===== src/rtl/fetch_stage_pkg.sv =====
// Shared fetch-stage definitions: enable levels, NOP encoding, buffer entry and IF/ID record.
// Latency: n/a (types and constants only).
// Backpressure: n/a.
package fetch_stage_pkg;

  localparam logic ENABLE  = 1'b1;
  localparam logic DISABLE = 1'b0;

  localparam logic [31:0] NOP_INSTR = 32'h0000_0000;

  // One fetched instruction together with the address it came from.
  typedef struct packed {
    logic [31:0] instr;
    logic [31:0] pc;
  } fetch_entry_t;

  // Contents of the IF/ID pipeline register as seen by decode.
  typedef struct packed {
    logic        D_valid;
    logic [31:0] D_instr;
    logic [31:0] D_pc;
    logic [31:0] D_pc_plus4;
  } Fetch_output;

endpackage


===== src/rtl/fetch_buffer.sv =====
// Small synchronous FIFO holding fetched instructions until the IF/ID register can take them.
// Latency: a pushed entry is visible at head on the next cycle.
// Backpressure: none; the caller guarantees it never pushes into a full buffer. Flush beats push.
module fetch_buffer
  import fetch_stage_pkg::*;
#(
  parameter int BUF_DEPTH = 2,
  localparam int PW = $clog2(BUF_DEPTH),
  localparam int CW = PW + 1
) (
  input  logic         clk,
  input  logic         rst_n,
  input  logic         push,
  input  fetch_entry_t data,
  input  logic         pop,
  input  logic         flush,
  output fetch_entry_t head,
  output logic [CW-1:0] count
);

  fetch_entry_t  mem [BUF_DEPTH];
  logic [PW-1:0] wr_ptr;
  logic [PW-1:0] rd_ptr;

  assign head = mem[rd_ptr];

  // Storage write; a flushed push is simply never made visible.
  always_ff @(posedge clk) begin
    if (push && !flush) begin
      mem[wr_ptr] <= data;
    end
  end

  // Pointers wrap naturally because the depth is a power of two.
  always_ff @(posedge clk or negedge rst_n) begin
    if (!rst_n) begin
      wr_ptr <= '0;
      rd_ptr <= '0;
      count  <= '0;
    end else if (flush) begin
      wr_ptr <= '0;
      rd_ptr <= '0;
      count  <= '0;
    end else begin
      wr_ptr <= wr_ptr + PW'(push);
      rd_ptr <= rd_ptr + PW'(pop);
      count  <= count + CW'(push) - CW'(pop);
    end
  end

endmodule


===== src/rtl/fetch_stage.sv =====
// MIPS IF stage plus IF/ID register: in-order imem requests, response buffering, branch redirect.
// Latency: with a 1-cycle memory an instruction reaches D_* two edges after its request is accepted.
// Backpressure: stallF/stallD and a credit limit hold requests so the buffer can never overflow.
module fetch_stage
  import fetch_stage_pkg::*;
#(
  parameter int                ADDR_W    = 32,
  parameter int                INSTR_W   = 32,
  parameter logic [ADDR_W-1:0] RESET_PC  = '0,
  parameter int                BUF_DEPTH = 2
) (
  input  logic               clk,
  input  logic               rst_n,
  input  logic               stallF,
  input  logic               stallD,
  input  logic               redirect_valid,
  input  logic [ADDR_W-1:0]  redirect_pc,
  output logic               imem_req,
  output logic [ADDR_W-1:0]  imem_addr,
  input  logic               imem_gnt,
  input  logic               imem_rvalid,
  input  logic [INSTR_W-1:0] imem_rdata,
  output logic               D_valid,
  output logic [INSTR_W-1:0] D_instr,
  output logic [ADDR_W-1:0]  D_pc,
  output logic [ADDR_W-1:0]  D_pc_plus4
);

  localparam int CW = $clog2(BUF_DEPTH) + 1;

  logic [ADDR_W-1:0] pc_q;
  logic [ADDR_W-1:0] resp_pc_q;
  logic [CW-1:0]     out_cnt;
  logic [CW-1:0]     drop_cnt;
  logic [CW-1:0]     buf_cnt;
  logic              en_q;
  logic              accept;
  logic              rsp;
  logic              buf_push;
  logic              buf_pop;
  logic [CW:0]       slots_used;
  logic [ADDR_W-1:0] redirect_aligned;
  fetch_entry_t      buf_head;
  fetch_entry_t      buf_data;
  Fetch_output       d_q;

  // A response with nothing outstanding is a leftover from before reset.
  assign rsp      = imem_rvalid && (out_cnt != '0);
  assign buf_pop  = (stallD == DISABLE) && (buf_cnt != '0) && !redirect_valid;
  assign buf_push = rsp && (drop_cnt == '0) && !redirect_valid;
  assign buf_data = '{instr: imem_rdata, pc: resp_pc_q};

  // Slots still committed after this edge; the entry decode takes this cycle frees one,
  // which is what lets a 2-deep buffer sustain one instruction per cycle.
  assign slots_used = {1'b0, out_cnt} + {1'b0, buf_cnt} - (CW+1)'(buf_pop);

  assign imem_req  = en_q && (stallF == DISABLE) && !redirect_valid &&
                     (slots_used < (CW+1)'(BUF_DEPTH));
  assign imem_addr = pc_q;
  assign accept    = imem_req && imem_gnt;

  assign redirect_aligned = {redirect_pc[ADDR_W-1:2], 2'b00};

  fetch_buffer #(.BUF_DEPTH(BUF_DEPTH)) u_buf (
    .clk   (clk),
    .rst_n (rst_n),
    .push  (buf_push),
    .data  (buf_data),
    .pop   (buf_pop),
    .flush (redirect_valid),
    .head  (buf_head),
    .count (buf_cnt)
  );

  // Hold off requests for the first cycle after reset release.
  always_ff @(posedge clk or negedge rst_n) begin
    if (!rst_n) en_q <= DISABLE;
    else        en_q <= ENABLE;
  end

  // Fetch PC, response PC and outstanding/drop accounting.
  always_ff @(posedge clk or negedge rst_n) begin
    if (!rst_n) begin
      pc_q      <= RESET_PC;
      resp_pc_q <= RESET_PC;
      out_cnt   <= '0;
      drop_cnt  <= '0;
    end else if (redirect_valid) begin
      // Everything still in flight belongs to the wrong path; this cycle's beat is dropped directly.
      pc_q      <= redirect_aligned;
      resp_pc_q <= redirect_aligned;
      out_cnt   <= out_cnt - CW'(rsp);
      drop_cnt  <= out_cnt - CW'(rsp);
    end else begin
      if (accept) pc_q <= pc_q + ADDR_W'(4);
      out_cnt <= out_cnt + CW'(accept) - CW'(rsp);
      if (rsp) begin
        if (drop_cnt != '0) drop_cnt  <= drop_cnt - CW'(1);
        else                resp_pc_q <= resp_pc_q + ADDR_W'(4);
      end
    end
  end

  // IF/ID register: redirect squashes, stallD holds, otherwise load head or insert a bubble.
  always_ff @(posedge clk or negedge rst_n) begin
    if (!rst_n) begin
      d_q <= '{D_valid: 1'b0, D_instr: NOP_INSTR, D_pc: '0, D_pc_plus4: '0};
    end else if (redirect_valid) begin
      d_q.D_valid <= 1'b0;
      d_q.D_instr <= NOP_INSTR;
    end else if (stallD == DISABLE) begin
      if (buf_cnt != '0) begin
        d_q.D_valid    <= 1'b1;
        d_q.D_instr    <= buf_head.instr;
        d_q.D_pc       <= buf_head.pc;
        d_q.D_pc_plus4 <= buf_head.pc + 32'd4;
      end else begin
        d_q.D_valid <= 1'b0;
        d_q.D_instr <= NOP_INSTR;
      end
    end
  end

  assign D_valid    = d_q.D_valid;
  assign D_instr    = d_q.D_instr;
  assign D_pc       = d_q.D_pc;
  assign D_pc_plus4 = d_q.D_pc_plus4;

endmodule


===== config.mk =====
export PLATFORM = sky130hd
export DESIGN_NAME = fetch_stage
export DESIGN_NICKNAME = d
export VERILOG_FILES = /design/src/rtl/fetch_stage_pkg.sv /design/src/rtl/fetch_buffer.sv /design/src/rtl/fetch_stage.sv
export SDC_FILE = /design/constraint.sdc
export NUM_CORES = 1
export LEC_CHECK = 0
export ABC_AREA = 1
export CAP_MARGIN = 20
export CORE_AREA = 3 3 160 162
export CTS_CLUSTER_DIAMETER = 30
export CTS_CLUSTER_SIZE = 8
export DETAILED_ROUTE_END_ITERATION = 10
export DIE_AREA = 0 0 163 165
export PLACE_DENSITY_LB_ADDON = 0.05
export RECOVER_POWER = 50
export REMOVE_ABC_BUFFERS = 1
export SYNTH_ARGS = -nofsm -noshare
export SYNTH_HDL_FRONTEND = slang
export SYNTH_SLANG_ARGS = --single-unit

===== constraint.sdc =====
create_clock -name clk -period 5.6 [get_ports clk]
set_input_delay 1.12 -clock clk [delete_from_list [all_inputs] [get_ports clk]]
set_output_delay 1.12 -clock clk [all_outputs]
set_load 0.05 [all_outputs]

==> metrics.md, run 1 <==
| Metric | Value |
|---|---|
| DP Wirelength | about 22,000 um |
| Tightest Pin Transition | 2.591 ns |
| Number of flops mapped to enable cells by yosys | 124 |
| Largest net degree at the start of global routing | between 90 and 100 |
| H-tree depth | 2 |
| Root buffer cell | clkbuf_16 |
| Logic pwr share | between 20 and 30% |
| Relative slew slack | -72.76% |
| # rows | 57 |
| Vias per cell | 5.422 |
| WL final | approximately 34,000 um |
| All-Layer GR Usage | 25.48% |
| Placer Congestion | 0.9147 |
| Max-Cap Viols | 6 |
| I/O Buffers | 192 |
| Initial DRC Count | 877 |
| Synthesized cell area | 13,350 um2 |
| Status | complete, but fails checks |
| Die area | 26,900 um2 |
| Min Clock Period, post-route | 4.816 ns |
| FMAX | 207.6 MHz |
| DRC violations left | 0 |
| Die width | between 150 and 200 um |
| Peak VDD IR | around 0.00035 V |
| CTS Hold Bufs | 0 |
| Gates resized, CTS repair | 0 |
| Flop pwr share | 32.9% |
| Fin area | 17,480 um2 |
| CTS clock-pin slew for the worst setup and hold paths | 0.05 ns |
| FF-to-FF path depth | 17 |
| Lkg Pwr | 7.244 nW |
| Clk sinks | 286 |
| Total Nets Final | ~1,700 |
| Warnings, synthesis | 0 |
| DP Area | 15,530 um2 |
| Crit path capture type | primary output |
| Gate Count Post-Synth | 1,442 |
| Initial antenna violation count | 0 |
| P&R area growth vs syn | 30.91% |
| Max FO, Critical Path | 24 |
| Final TNS setup | 0 ns |
| Worst hold start | D_pc_plus4[27] |
| Final setup fails | 0 |
| RR Startpoint | u_buf.count[1] |
| Sw frac | 35.29% |
| Psw | 0.003158 W |
| CTS tree | yes |
| Clock power frac | 38.1% |
| Mean cell area of the mapped netlist | 9.261 um2 |
| Clk buf depth | 3 |
| Cell internal pwr | 0.005791 W |
| Wire per inst | 16.82 um |
| Routed Antenna Nets | 0 |
| Arr. time, crit path | 3.70 ns |
| Crit start category | input pin |
| Power Dens Cells | 511.9 nW/um2 |
| Grt total ovfl | 0 |
| Commonest non-fill, non-tap cell in the layout | nand2_1 |
| Sequential element share of the synthesized area | 58.24% |
| Fraction of registers with async set/reset | a little under three fifths |
| Most frequent cells in the layout | 391 x nand2_1, 161 x dfrtp_1, 155 x clkdlybuf4s50_1, 145 x nor2_1, 142 x nand3_1 |
| Post-synthesis cell type count | 43 |
| Vias in the first global route | ~11,000 |
| Final Non-Filler Cells | slightly above 2,000 |
| Primary FF master, synth | dfrtp_1 |
| Seq cells post-synth | 286 |
| Period utilisation layout | 86.00% |
| Placed Cells | between 1,500 and 2,000 |
| Fin util | 72.09% |
| Worst Hold Class | flop to flop |
| Fraction of final layout cells with drive strength greater than 1 | 8.466% |
| R2R Path End | out_cnt[1] |
| Pre-antenna DRT Iters | 7 |
| R2R setup slack | roughly 2.0 ns |
| Antenna diode count | 0 |
| First-pass GRT wire length | between 50,000 and 60,000 um |
| Final Max Tran Viols | 339 |
| Hold depth | 2 |
| RSZ-0062 raised after global routing | no |
| Worst Skew | 0.01641 ns |
| Hold Violations, Final | 0 |
| Die H | 165 um |
| Core area | 24,250 um2 |
| Required time of the critical path | 4.48 ns |
| Overall power | 0.008949 W |
| Initial core utilization | 55.07% |
| Failing checks | capacitance limit, slew limit |
| Latest clock arrival within the worst-skew pair | about 0.56 ns |
| Hold Crit Endpoint | D_pc_plus4[27] |
| Post-CTS Setup Inserts | 0 |
| Vias | approximately 11,000 |
| Critical path class | input pin to primary output |
| Ports | 201 |
| Num CTS Buffers | 58 |
worst max-delay path by stage:
stage                               from       endpoint  slack (ns)
after detailed placement          stallD   imem_addr[6]        0.82
after floorplan           redirect_valid       imem_req       -1.64
after global placement            stallD   imem_addr[6]        0.90
after CTS                         stallD       imem_req        0.90
final                             stallD       imem_req        0.78
after global routing               rst_n  imem_addr[17]        0.47
power by group through the flow:
stage / clock [W] / combinational (W) / sequential, W
final: 0.00341 / 0.00259 / 0.00294
after global routing: 0.00356 / 0.00279 / 0.00299
after CTS: 0.00345 / 0.00262 / 0.00294
after detailed placement: 0 / 0.00260 / 0.00296
after global placement: 0 / 0.00255 / 0.00295
after floorplan: 0 / 0.000819 / 0.00380
cell families (layout without fill, tap and decap cells):
group                      after synthesis  in the layout  share of synthesized area (%)
and+or+nand+nor                        752            752                          24.06
DFF                                    286            286                          58.24
AOI/OAI and AO/OA                      169            169                          7.224
buffers and inverters                  166            420                          5.359
muxes                                   32             32                          2.399
xor gates and xnor gates                24             24                          1.574
adders and majority gates               11             11                          1.087
other                                    2              7                        0.05624
metrics by stage:
stage                     setup WS, ns  hold slack [ns]
after floorplan                 -1.639           0.4421
after global placement          0.8985           0.4556
after detailed placement        0.8234           0.4665
after CTS                       0.8999           0.4796
final                           0.7842           0.4761
after global routing            0.4718           0.4924
final cells by class:
class	instances	area, um2
multi-input cells	995	4897
well taps	324	405.4
clock inverters	29	356.6
repair buffers	203	2012
clock buffers	79	1623
flip-flops and latches	286	7779
fillers	1809	6766
inverters	109	409.1
routing by layer:
layer	routed length, um	part of all wire, %	GRT usage (%)
met2	16410	48	42.10
met3	2309	6.8	4.490
met1	14570	43	34.35
met5	0	0	0
met4	782	2.3	8.727
cells in the mapped netlist (all sizes together), types with 13 or more instances:
cell	number	share of area, %
nand2	401	11
nor2	168	5.4
dfrtp	162	30
nand3	142	5.3
edfxtp	124	28
inv	108	3.0
o21ai	88	3.4
a21oi	34	1.3
mux2i	32	2.4
buf	31	1.5
clkbuf	26	0.76
o211ai	25	1.4
xor2	21	1.4
nand4	19	0.89
nor3	13	0.52
critical path, cell delays in order:
cell,delay [ns]
dlygate4sd3_1,0.57
nor2_1,0.23
nand2_4,0.21
inv_1,0.15
ha_1,0.24
inv_1,0.08
nand2_1,0.08
fa_1,0.51
nand4_1,0.10
nor2_1,0.23
buf_12,0.17
sequential cells by signal, indices dropped and copies added (netlist names):
register	cells
D_pc_plus4	30
D_pc	30
D_valid	1
drop_cnt	2
en_q	1
u_buf.mem	124
u_buf.rd_ptr	1
resp_pc_q	30
out_cnt	2
u_buf.wr_ptr	1
imem_addr	30
u_buf.count	2
D_instr	32
Power figures use the tool's default switching activity.
==> run 2: changes to the inputs <==
--- a/config.mk
+++ b/config.mk
@@ -12,6 +12,7 @@
 export CTS_CLUSTER_SIZE = 8
 export DETAILED_ROUTE_END_ITERATION = 10
 export DIE_AREA = 0 0 163 165
+export MAX_ROUTING_LAYER = met4
 export PLACE_DENSITY_LB_ADDON = 0.05
 export RECOVER_POWER = 50
 export REMOVE_ABC_BUFFERS = 1
==> run 2 against run 1 <==
Net effect: the flow still finishes with violations (capacitance limit, slew limit); design area about the same; first-iteration DRC count down 18%; total power about the same; core utilization about the same; clock-buffer cell count down 1; flip-flop and latch count unchanged; fmax down 1.1%; worst hold slack better by 0.00089 ns; die area unchanged; clock skew about the same; worst setup slack worse by 0.054 ns; critical endpoint unchanged; largest cell class unchanged; highest routed layer unchanged.
==> metrics.md, run 2 (synthesis results as in run 1) <==
| Metric | Value |
|---|---|
| DP Wirelength | 22,150 um (-1.3%) |
| DRC violations left | 0 (unchanged) |
| Grt total ovfl | 0 (unchanged) |
| Status | complete, but fails checks |
| Gates resized, CTS repair | 0 (unchanged) |
| Die width | 163 um (unchanged) |
| Fin util | 72.12% (about the same) |
| Core area | 24,250 um2 (unchanged) |
| Power Dens Cells | 511.4 nW/um2 (about the same) |
| Max-Cap Viols | 5 (-1) |
| Arr. time, crit path | 3.75 ns (+0.05 ns) |
| Pre-antenna DRT Iters | 5 (-2) |
| # rows | 57 (unchanged) |
| CTS Hold Bufs | 0 (unchanged) |
| Placer Congestion | 0.9207 (+0.66%) |
| Hold Violations, Final | 0 (unchanged) |
| Final setup fails | 0 (unchanged) |
| Crit start category | input pin |
| Commonest non-fill, non-tap cell in the layout | nand2_1 |
| Clk buf depth | 3 (unchanged) |
| CTS clock-pin slew for the worst setup and hold paths | 0.04 ns (about the same) |
| Vias per cell | 5.382 (-0.74%) |
| First-pass GRT wire length | 54,170 um (-0.92%) |
| Worst Skew | 0.01646 ns (+0.00005110 ns) |
| FMAX | 205.3 MHz (-1.1%) |
| Critical path class | input pin to primary output |
| Fraction of final layout cells with drive strength greater than 1 | 8.642% (+0.18 points) |
| Final hold slack | 0.4770 ns (+0.0008920 ns) |
| Root buffer cell | clkbuf_16 |
| RSZ-0062 raised after global routing | no |
| Most frequent cells in the layout | 391 x nand2_1, 161 x dfrtp_1, 155 x clkdlybuf4s50_1, 145 x nor2_1, 142 x nand3_1 |
| Max FO, Critical Path | 35 (+46%) |
| Initial antenna violation count | 0 (unchanged) |
| Clk sinks | 286 (unchanged) |
| Period utilisation layout | 86.96% (+0.97 points) |
| Final TNS setup | 0 ns (unchanged) |
| Antenna diode count | 0 (unchanged) |
| Initial core utilization | 55.07% (unchanged) |
| Die area | 26,900 um2 (unchanged) |
| WL final | 33,580 um (-1.4%) |
| I/O Buffers | 192 (unchanged) |
| Vias | 10,900 (-0.74%) |
| Die H | 165 um (unchanged) |
| Vias in the first global route | 10,740 (-0.55%) |
| Ports | 201 (unchanged) |
| Lkg Pwr | 7.254 nW (+0.14%) |
| Routed Antenna Nets | 0 (unchanged) |
| Post-CTS Setup Inserts | 0 (unchanged) |
| DP Area | 15,530 um2 (about the same) |
| Max FFs per register | 124 (unchanged) |
| Min Clock Period, post-route | 4.870 ns (+0.05413 ns) |
| Relative slew slack | -111.9% (-39 points) |
| R2R setup slack | 1.57 ns (-0.39 ns) |
| Most flops, register | u_buf.mem |
| P&R area growth vs syn | 30.96% (about the same) |
| Num CTS Buffers | 58 (unchanged) |
| Wire per inst | 16.58 um (-1.4%) |
| All-Layer GR Usage | 26.11% (+0.63 points) |
| Hold depth | 2 (unchanged) |
| Final Worst Setup Slack | 0.7300 ns (-0.05413 ns) |
| Peak VDD IR | 0.0003738 V (+6.2%) |
| Fin area | 17,490 um2 (about the same) |
| Top Registers | u_buf.mem x124, D_instr x32 |
| Dpl ws | 0.6977 ns (-0.1257 ns) |
| Tightest Pin Transition | 3.178 ns (+0.5868 ns) |
| CTS tree | yes |
| Final Max Tran Viols | 283 (-17%) |
| Initial DRC Count | 723 (-18%) |
| Latest clock arrival within the worst-skew pair | 0.55 ns (about the same) |
| Required time of the critical path | 4.48 ns (about the same) |
| Crit path capture type | primary output |
| FF-to-FF path depth | 7 (-10) |
| Worst Hold Class | flop to flop |
| Total Nets Final | 1,736 (+0.058%) |
| Largest net degree at the start of global routing | 95 (-2.1%) |
| H-tree depth | 2 (unchanged) |
| Failing checks | capacitance limit, slew limit |
==> run 2: changes by cell type in the layout (fill, tap and decap cells not counted), sizes merged <==
cell | previous run | this run
inv | 110 | 109
clkinv | 17 | 18
buf | 8 | 9
clkbuf | 85 | 84
==> run 2: routing by layer <==
layer | vias to the layer above | global-route usage (%) | part of all wire [%]
met5 | - | - | 0
li1 | 5250 | - | -
met3 | 74 | 3.712 | 5.6
met4 | 0 | 9.073 | 2.4
met1 | 5201 | 35.16 | 44
met2 | 374 | 41.21 | 48
==> run 2: through the flow <==
step	power, W	cells
floorplan	0.004624	1390
global placement	0.005496	1918
detailed placement	0.005551	1918
CTS	0.009008	2025
global route	0.009359	2025
finish	0.008944	2025
==> run 2: area by class of cell <==
type	count	area, um2
Sequential cell	286	7779
Fill cell	1790	6760
Multi-Input combinational cell	995	4897
Timing Repair Buffer	204	2007
Clock buffer	78	1628
Inverter	109	409.1
Tap cell	324	405.4
Clock inverter	29	362.8
==> run 2: final timing paths <==
check | start | to
max | stallD | imem_req
min | D_pc_plus4[28] | D_pc_plus4[28]
max reg2reg | u_buf.count[1] | D_pc_plus4[29]
min reg2reg | D_pc_plus4[28] | D_pc_plus4[28]
max in group asynchronous | rst_n | D_instr[25]
min in group asynchronous | rst_n | D_instr[31]
==> run 2: where the power goes <==
part	total (W)	switching, W	internal (W)
combinational	0.00258	0.00175	0.000832
sequential	0.00294	0.000320	0.00262
clock	0.00342	0.00108	0.00234
==> run 2: critical path, cell delays in order <==
cell and delay [ns]:
dlygate4sd3_1 0.57, nor2_1 0.23, nand2_4 0.27, inv_1 0.16, ha_1 0.23, inv_1 0.08
nand2_1 0.06, fa_1 0.52, nand4_1 0.10, nor2_1 0.23, buf_12 0.17
==> edit: new RTL, settings of run 1 <==
Set the package constant `ENABLE` to 1'b0 (it was 1'b1).
--- a/src/rtl/fetch_stage_pkg.sv
+++ b/src/rtl/fetch_stage_pkg.sv
@@ -3,7 +3,7 @@
 // Backpressure: n/a.
 package fetch_stage_pkg;
 
-  localparam logic ENABLE  = 1'b1;
+  localparam logic ENABLE  = 1'b0;
   localparam logic DISABLE = 1'b0;
 
   localparam logic [31:0] NOP_INSTR = 32'h0000_0000;
Behaviour: not the same (Yosys sat finds a counterexample within 4 cycles, from zero or initial values and one cycle with rst_n low).
==> edit against run 1 <==
- the flow still finishes with violations (capacitance limit, slew limit)
- setup slack gained 590 ps
- wire length down 15%
- area after synthesis decreased by 8.1%
- design area down 8.2%
- power fell by 10%
- first-iteration DRC count decreased by 34%
- sequential power decreased by 2%
- sequential cell count down 1
- largest cell class unchanged
==> edit: results (changes against run 1) <==
status: "complete, but fails checks"  # unchanged
violations: "capacitance limit, slew limit"  # unchanged
worstPathMaxFanout: 20  # was 24
rr_worst_depth: 9  # was 17
inverters_excl_clock: 76  # was 109
fillers: 1975  # was 1809
buffers: 198  # was 203
peakVddDrop_v: 0.000351  # was 0.000352 V
dpl.cell_count: 1692  # was 1917
fin_nets: 1503  # was 1735
comb.multi_input.count: 809  # was 995
via_per_inst: 5.10  # was 5.42
drive_above_1_share_pct: 9.73  # was 8.47%
grt_max_degree: 103  # was 97
whs_ps: 464  # was 476 ps
skew_ps: 21.3  # was 16.4 ps
n_clock_buffer: 75  # was 79
synth.distinct_cells: 42  # was 43
synthTopCellsByArea: "dfrtp_1, edfxtp_1, nand2_1"  # unchanged
grtUsageTotal_pct: 21.7  # was 25.5%
synth_commonest_cells: "nand2_1, dfrtp_1, edfxtp_1"  # was nand2_1, dfrtp_1, nor2_1
synthArstFlopShare_pct: 56.5  # was 56.6%
gp_congestion: 0.850  # was 0.915
grtUsageMet3_pct: 4.54  # was 4.49%
worst_hold_startpoint: "D_pc[13]"  # was D_pc_plus4[27]
drtPass1Iterations: 5  # was 7
endpoint: "resp_pc_q[13]"  # was imem_req
buffer_area_share_pct: 12.1  # was 11.5%
grt_pass1_wl_um: 46500  # was 54700 µm
drt-initial-drc-count: 576  # was 877
cp_data_arrival_time_ps: 4630  # was 3700 ps
multi_input_area_mm2: 0.00395  # was 0.00490 mm²
use_met2_pct: 34.6  # was 42.1%
wl_per_cell_um: 16.1  # was 16.8 µm
slew_headroom_pct: -58.9  # was -72.8%
clkCellAreaFrac_pct: 10.6  # was 11.3%
layout.cells.non_filler: 1794  # was 2025
use_met1_pct: 30.7  # was 34.4%
rrSetupSlack_ps: 2460  # was 1960 ps
cap_violations: 2  # was 6
cts_buffers: 54  # was 58
placement.io_buffers: 189  # was 192
maxSlewViolCount: 196  # was 339
wl_met1_um: 13300  # was 14600 µm
seq_share_pct: 48.3  # was 44.5%
==> edit: power by group <==
part	internal, mW	leakage [nW]	switching [mW]	total (mW)
registers	2.60	3.16	0.273	2.87
clock network	1.93	0.836	1.02	2.95
logic	0.684	2.78	1.52	2.20
==> edit: metrics by stage <==
step / instance area [µm²] / utilization [%] / worst slack [ps] / total power, mW
floorplan: 12000 / - / 1620 / 4.32
global placement: 14400 / 59.3 / 1480 / 5.12
detailed placement: 14400 / 59.3 / 1470 / 5.17
CTS: 16100 / 66.4 / 2010 / 8.14
global route: 16100 / 66.2 / 1020 / 8.41
finish: 16100 / 66.2 / 1370 / 8.02
==> edit: kinds of logic (layout without fill, tap and decap cells) <==
family	after synthesis	count (layout)	synth area share (%)
xor+xnor	5	5	0.357
compound gates	135	135	6.46
mux	32	32	2.61
simple gates	622	622	21.7
buf+inv	133	376	4.80
flops	285	285	63.2
fa+ha+maj	8	8	0.816
other cells	1	7	0.0306
